## config.mk

```make
export PLATFORM = sky130hd
export DESIGN_NAME = seven_segment_reader
export DESIGN_NICKNAME = d
export VERILOG_FILES = /design/src/rtl/seven_segment_reader.sv
export SDC_FILE = /design/constraint.sdc
export NUM_CORES = 1
export LEC_CHECK = 0
export CAP_MARGIN = 20
export CORE_MARGIN = 8
export CORE_UTILIZATION = 48
export CTS_CLUSTER_SIZE = 24
export DETAILED_ROUTE_END_ITERATION = 10
export PLACE_DENSITY_LB_ADDON = 0.12
export SKIP_LAST_GASP = 1
export SLEW_MARGIN = 40
export SYNTH_ARGS = -nofsm -noshare
export SYNTH_HDL_FRONTEND = slang
export SYNTH_SLANG_ARGS = --single-unit
```

## constraint.sdc

```tcl
create_clock -name clk -period 6.8 [get_ports clk]
set_clock_uncertainty 0.05 [all_clocks]
set_input_delay 1.02 -clock clk [delete_from_list [all_inputs] [get_ports clk]]
set_output_delay 1.02 -clock clk [all_outputs]
set_load 0.02 [all_outputs]
```

## src/rtl/seven_segment_reader.sv

```systemverilog
// Receive side of a multiplexed 7-segment display bus: filters glitches on the sampled
// segment/select lines, decodes each digit back to BCD and hands out complete frames.
module seven_segment_reader #(
  parameter int NUM_DIGITS    = 4,
  parameter int STABLE_CYCLES = 3
) (
  input  logic                      clk,
  input  logic                      rst,
  input  logic [7:0]                seg_in,
  input  logic [NUM_DIGITS-1:0]     dig_sel,
  output logic                      frame_valid,
  input  logic                      frame_ready,
  output logic [4*NUM_DIGITS-1:0]   frame_data,
  output logic                      frame_err,
  output logic [NUM_DIGITS-1:0]     live_mask
);

  localparam int SW = 8 + NUM_DIGITS;
  localparam int CW = $clog2(STABLE_CYCLES + 2);
  localparam logic [CW-1:0] CNT_HIT = CW'(STABLE_CYCLES);
  localparam logic [CW-1:0] CNT_SAT = CW'(STABLE_CYCLES + 1);

  typedef enum logic {COLLECT, PRESENT} state_t;

  // Handshake: a frame transfers on every rising edge where frame_valid & frame_ready;
  // frame_data/frame_err never change while frame_valid is high and not yet accepted.

  state_t                          state_q, state_d;
  logic [SW-1:0]                   prev_q, prev_d;
  logic [CW-1:0]                   cnt_q, cnt_d;
  logic [NUM_DIGITS-1:0][3:0]      live_q, live_d;
  logic [NUM_DIGITS-1:0]           mask_q, mask_d;
  logic                            err_q, err_d;
  logic [4*NUM_DIGITS-1:0]         frame_data_q;
  logic                            frame_err_q;

  logic [3:0] code;
  logic       sel_ok;
  logic       strobe;
  logic       load_frame;
  logic       accept;

  always_comb begin
    case (seg_in)
      8'h3F:   code = 4'h0;
      8'h06:   code = 4'h1;
      8'h5B:   code = 4'h2;
      8'h4F:   code = 4'h3;
      8'h66:   code = 4'h4;
      8'h6D:   code = 4'h5;
      8'h7D:   code = 4'h6;
      8'h07:   code = 4'h7;
      8'h7F:   code = 4'h8;
      8'h6F:   code = 4'h9;
      8'h80:   code = 4'hE;
      default: code = 4'hF;
    endcase
  end

  // Run length of identical samples; saturates one past the hit value so the
  // capture strobe fires once per stable episode.
  always_comb begin
    prev_d = {seg_in, dig_sel};
    sel_ok = $onehot(dig_sel);
    if (!sel_ok) begin
      cnt_d = '0;
    end else if (prev_d != prev_q) begin
      cnt_d = CW'(1);
    end else if (cnt_q == CNT_SAT) begin
      cnt_d = cnt_q;
    end else begin
      cnt_d = cnt_q + CW'(1);
    end
    strobe = sel_ok && (cnt_d == CNT_HIT);
  end

  always_ff @(posedge clk) begin
    if (rst) begin
      state_q <= COLLECT;
    end else begin
      state_q <= state_d;
    end
  end

  always_comb begin
    state_d = state_q;
    case (state_q)
      COLLECT: if (&mask_q)     state_d = PRESENT;
      PRESENT: if (frame_ready) state_d = COLLECT;
      default:                  state_d = COLLECT;
    endcase
  end

  always_comb begin
    frame_valid = (state_q == PRESENT);
    load_frame  = (state_q == COLLECT) && (&mask_q);
    accept      = (state_q == PRESENT) && frame_ready;
  end

  // An accepted frame clears the accumulators before a same-edge capture is merged in.
  always_comb begin
    live_d = live_q;
    mask_d = accept ? '0 : mask_q;
    err_d  = accept ? 1'b0 : err_q;
    if (strobe) begin
      for (int i = 0; i < NUM_DIGITS; i++) begin
        if (dig_sel[i]) live_d[i] = code;
      end
      mask_d = mask_d | dig_sel;
      err_d  = err_d | (code == 4'hF);
    end
  end

  always_ff @(posedge clk) begin
    if (rst) begin
      prev_q       <= '0;
      cnt_q        <= '0;
      live_q       <= '0;
      mask_q       <= '0;
      err_q        <= 1'b0;
      frame_data_q <= '0;
      frame_err_q  <= 1'b0;
    end else begin
      prev_q <= prev_d;
      cnt_q  <= cnt_d;
      live_q <= live_d;
      mask_q <= mask_d;
      err_q  <= err_d;
      if (load_frame) begin
        frame_data_q <= live_d;
        frame_err_q  <= err_d;
      end
    end
  end

  assign frame_data = frame_data_q;
  assign frame_err  = frame_err_q;
  assign live_mask  = mask_q;

endmodule

```

==> summary.md <==
| Metric | Value |
|---|---|
| Setup Fix Bufs, Post-CTS | `0` |
| Status | `finished, final reports clean` |
| RSZ-0062 raised after global routing | `no` |
| Post-DP HPWL | `3992 um` |
| Kind of critical path | `primary input to flip-flop` |
| Largest area contributor in the netlist | `dfxtp_1` |
| Post-route minimum period | `4219 ps` |
| Seq/Total Area, Yosys | `0.3974` |
| Synthesis-to-finish area growth | `16.47%` |
| Synth Flop Type | `dfxtp_1` |
| Worst skew pair latency | `300 ps` |
| TritonCTS clock tree | `built` |
| Critical Path Sink Type | `flip-flop` |
| Cts repair resizes | `0` |
| Top cells by area in the synthesized netlist | `dfxtp_1, nand3b_1, nor2_1, xnor2_4, a211oi_1` |
| Nets | `315` |
| Final worst-path cycle share | `0.6204` |
| Hold WS | `448.7 ps` |
| First-pass GRT wire length | `9701 um` |
| Grt total ovfl | `0` |
| Ant diodes | `0` |
| DR iter-0 viols | `102` |
| Tightest Hold Check Type | `flip-flop to flip-flop` |
| Fin area | `0.003168 mm^2` |
| #FFs+latches synth | `54` |
| Remaining DRCs | `0` |
| Port Buf Inserts | `36` |
| Leakage | `1.020 nW` |
| Area share of the leading cell type in the synthesized netlist | `0.3974` |
| Post-DRT Antenna Nets | `0` |
| DR vias | `2045` |
| Core box area | `0.005507 mm^2` |
| Critical Path Start Type | `primary input` |
| Final number of setup-violating endpoints | `0` |
| Final GP Congestion | `0.7194` |
| Layout cell share with drive strength beyond 1 | `0.1186` |
| Cell count after synthesis | `272` |
| Boundary Pins | `37` |
| Pwr per Cell Area | `179.3 mW/mm^2` |
| Routed wire length | `5668 um` |
| Post-synthesis net count | `292` |
| Post-synth EDFFs | `0` |
| Vias in the first global route | `1974` |
| Clock sinks | `54` |
| WP data arrival | `4350 ps` |
| Longest Clk Path Bufs | `2` |
| Final total power | `567.9 uW` |
| Worst VDD drop | `0.00009490 V` |
| DR pass1 iterations | `4` |
| Wirelength per Cell | `15.44 um` |
| Final Max Slew Viols | `0` |
| Worst slew margin | `0.5328` |
| Overall Global Routing Usage | `0.1388` |
| Max-cap viol count | `0` |
| Setup TNS Final | `0 ps` |
| CTS root buf | `clkbuf_8` |
| Worst-path clk slew | `100 ps` |
| Final Hold Viols | `0` |
| Largest net degree at the start of global routing | `67` |
| Starting density of the core | `0.4940` |
| Row cnt | `27` |
| Cell area after synthesis | `0.002720 mm^2` |
| Synth Area per Inst | `10.00 um^2` |
| Ys Warns | `0` |
| Hold_buf cts | `0` |
| CP Max Fanout | `11` |
| Die Span X | `91.28 um` |
| Worst slew pin tran | `698.5 ps` |
| Initial antenna violation count | `0` |
| H-tree levels | `2` |
| Required time worst endpoint | `6930 ps` |
| CTS Buf Count | `5` |
| Post-synth cell types | `52` |
| Post-synthesis async set-or-reset flop share | `0` |
| Die area | `0.008332 mm^2` |
| F_max | `0.2370 GHz` |
| Placed cell area | `0.003084 mm^2` |
| Die Y | `91.28 um` |
| DR vias/cell | `5.572` |
==> critical path: stages <==
cell and delay, ps:
clkdlybuf4s50_1 530, inv_1 90, fa_1 540, inv_1 50, ha_1 170, ha_1 300
nor3b_2 330, o2111ai_1 230, nor4_4 530, nor3b_1 440, o41ai_2 120
==> flip-flops by register name (all words and copies together), names as in the netlist <==
name / count
frame_data: 16
live_q: 16
prev_q: 12
live_mask: 4
cnt_q: 3
err_q: 1
frame_err: 1
frame_valid: 1
==> cell usage in the layout, fill, tap and decap left out, types with 5 or more instances in the layout <==
cell	count
nor2_1	36
inv_1	9
a211oi_1	13
nand3b_1	22
nor3_1	5
xnor2_1	10
a21oi_1	6
nand2_1	9
nor2b_1	9
o221ai_1	8
clkdlybuf4s50_1	35
clkbuf_8	5
o2111ai_1	5
dfxtp_1	54
==> synthesized netlist by cell type, drive strengths merged, types with 2 or more instances <==
| cell type | count |
|---|---|
| o221ai | 8 |
| nor3 | 8 |
| o41ai | 4 |
| nor4b | 2 |
| or3 | 4 |
| dfxtp | 54 |
| ha | 4 |
| inv | 9 |
| nor2 | 36 |
| o21ai | 2 |
| xnor2 | 15 |
| o2111ai | 5 |
| a21oi | 9 |
| clkbuf | 9 |
| mux2i | 4 |
| nand4 | 4 |
| nor4 | 7 |
| a211oi | 14 |
| nor2b | 9 |
| nand3b | 22 |
| nand2b | 2 |
| nand4b | 3 |
| buf | 13 |
| nor3b | 5 |
| nand2 | 9 |
==> per-stage QoR <==
step / utilization / setup slack [ps] / std cells
2_1_floorplan: - / 3431 / 272
3_3_place_gp: 0.5542 / 2056 / 360
3_5_place_dp: 0.5601 / 2285 / 360
4_1_cts: 0.5753 / 2609 / 367
5_1_grt: 0.5753 / 2380 / 367
6_report: 0.5753 / 2581 / 367
==> cells by family (layout without fill, tap and decap cells) <==
family                   count (synthesis)  count (layout)  share of synthesized area
AO/OA/AOI/OAI                           47              47                     0.1463
XOR/XNOR                                15              15                    0.07866
adder cells (fa/ha/maj)                  5               5                    0.02576
buffers and inverters                   31              54                    0.06164
flip-flops                              54              54                     0.3974
multiplexers                             4               4                    0.01472
AND/OR/NAND/NOR                        116             116                     0.2755
==> layout make-up <==
cell class,instances,area [um^2]
Timing Repair Buffer,38,370.4
Clock inverter,2,15.01
Inverter,9,33.78
Fill cell,488,2338
Clock buffer,5,68.82
Sequential cell,54,1081
Multi-Input combinational cell,187,1509
Tap cell,72,90.09
==> report_power, final <==
| group | internal, mW | switching (mW) |
|---|---|---|
| Sequential | 0.320 | 0.00341 |
| Combinational | 0.0307 | 0.0366 |
| Clock | 0.0706 | 0.106 |
==> layer usage <==
metal	vias to the layer above	part of all wire	GRT usage
li1	1027	-	-
met1	978	0.50	0.1827
met2	31	0.46	0.2170
met3	9	0.034	0.03045
met4	0	0.013	0.05048
met5	-	0	0
==> path summary, 6_finish.rpt <==
check	slack, ps	depth (start not counted)	endpoint	from
worst min register to register	450	2	live_q[7]	live_q[7]
worst max register to register	4260	7	frame_data[6]	cnt_q[0]
worst max-delay path	2580	11	frame_data[6]	dig_sel[0]
worst min-delay path	450	2	live_q[7]	live_q[7]
No activity file was read; power rests on OpenSTA's default activity.
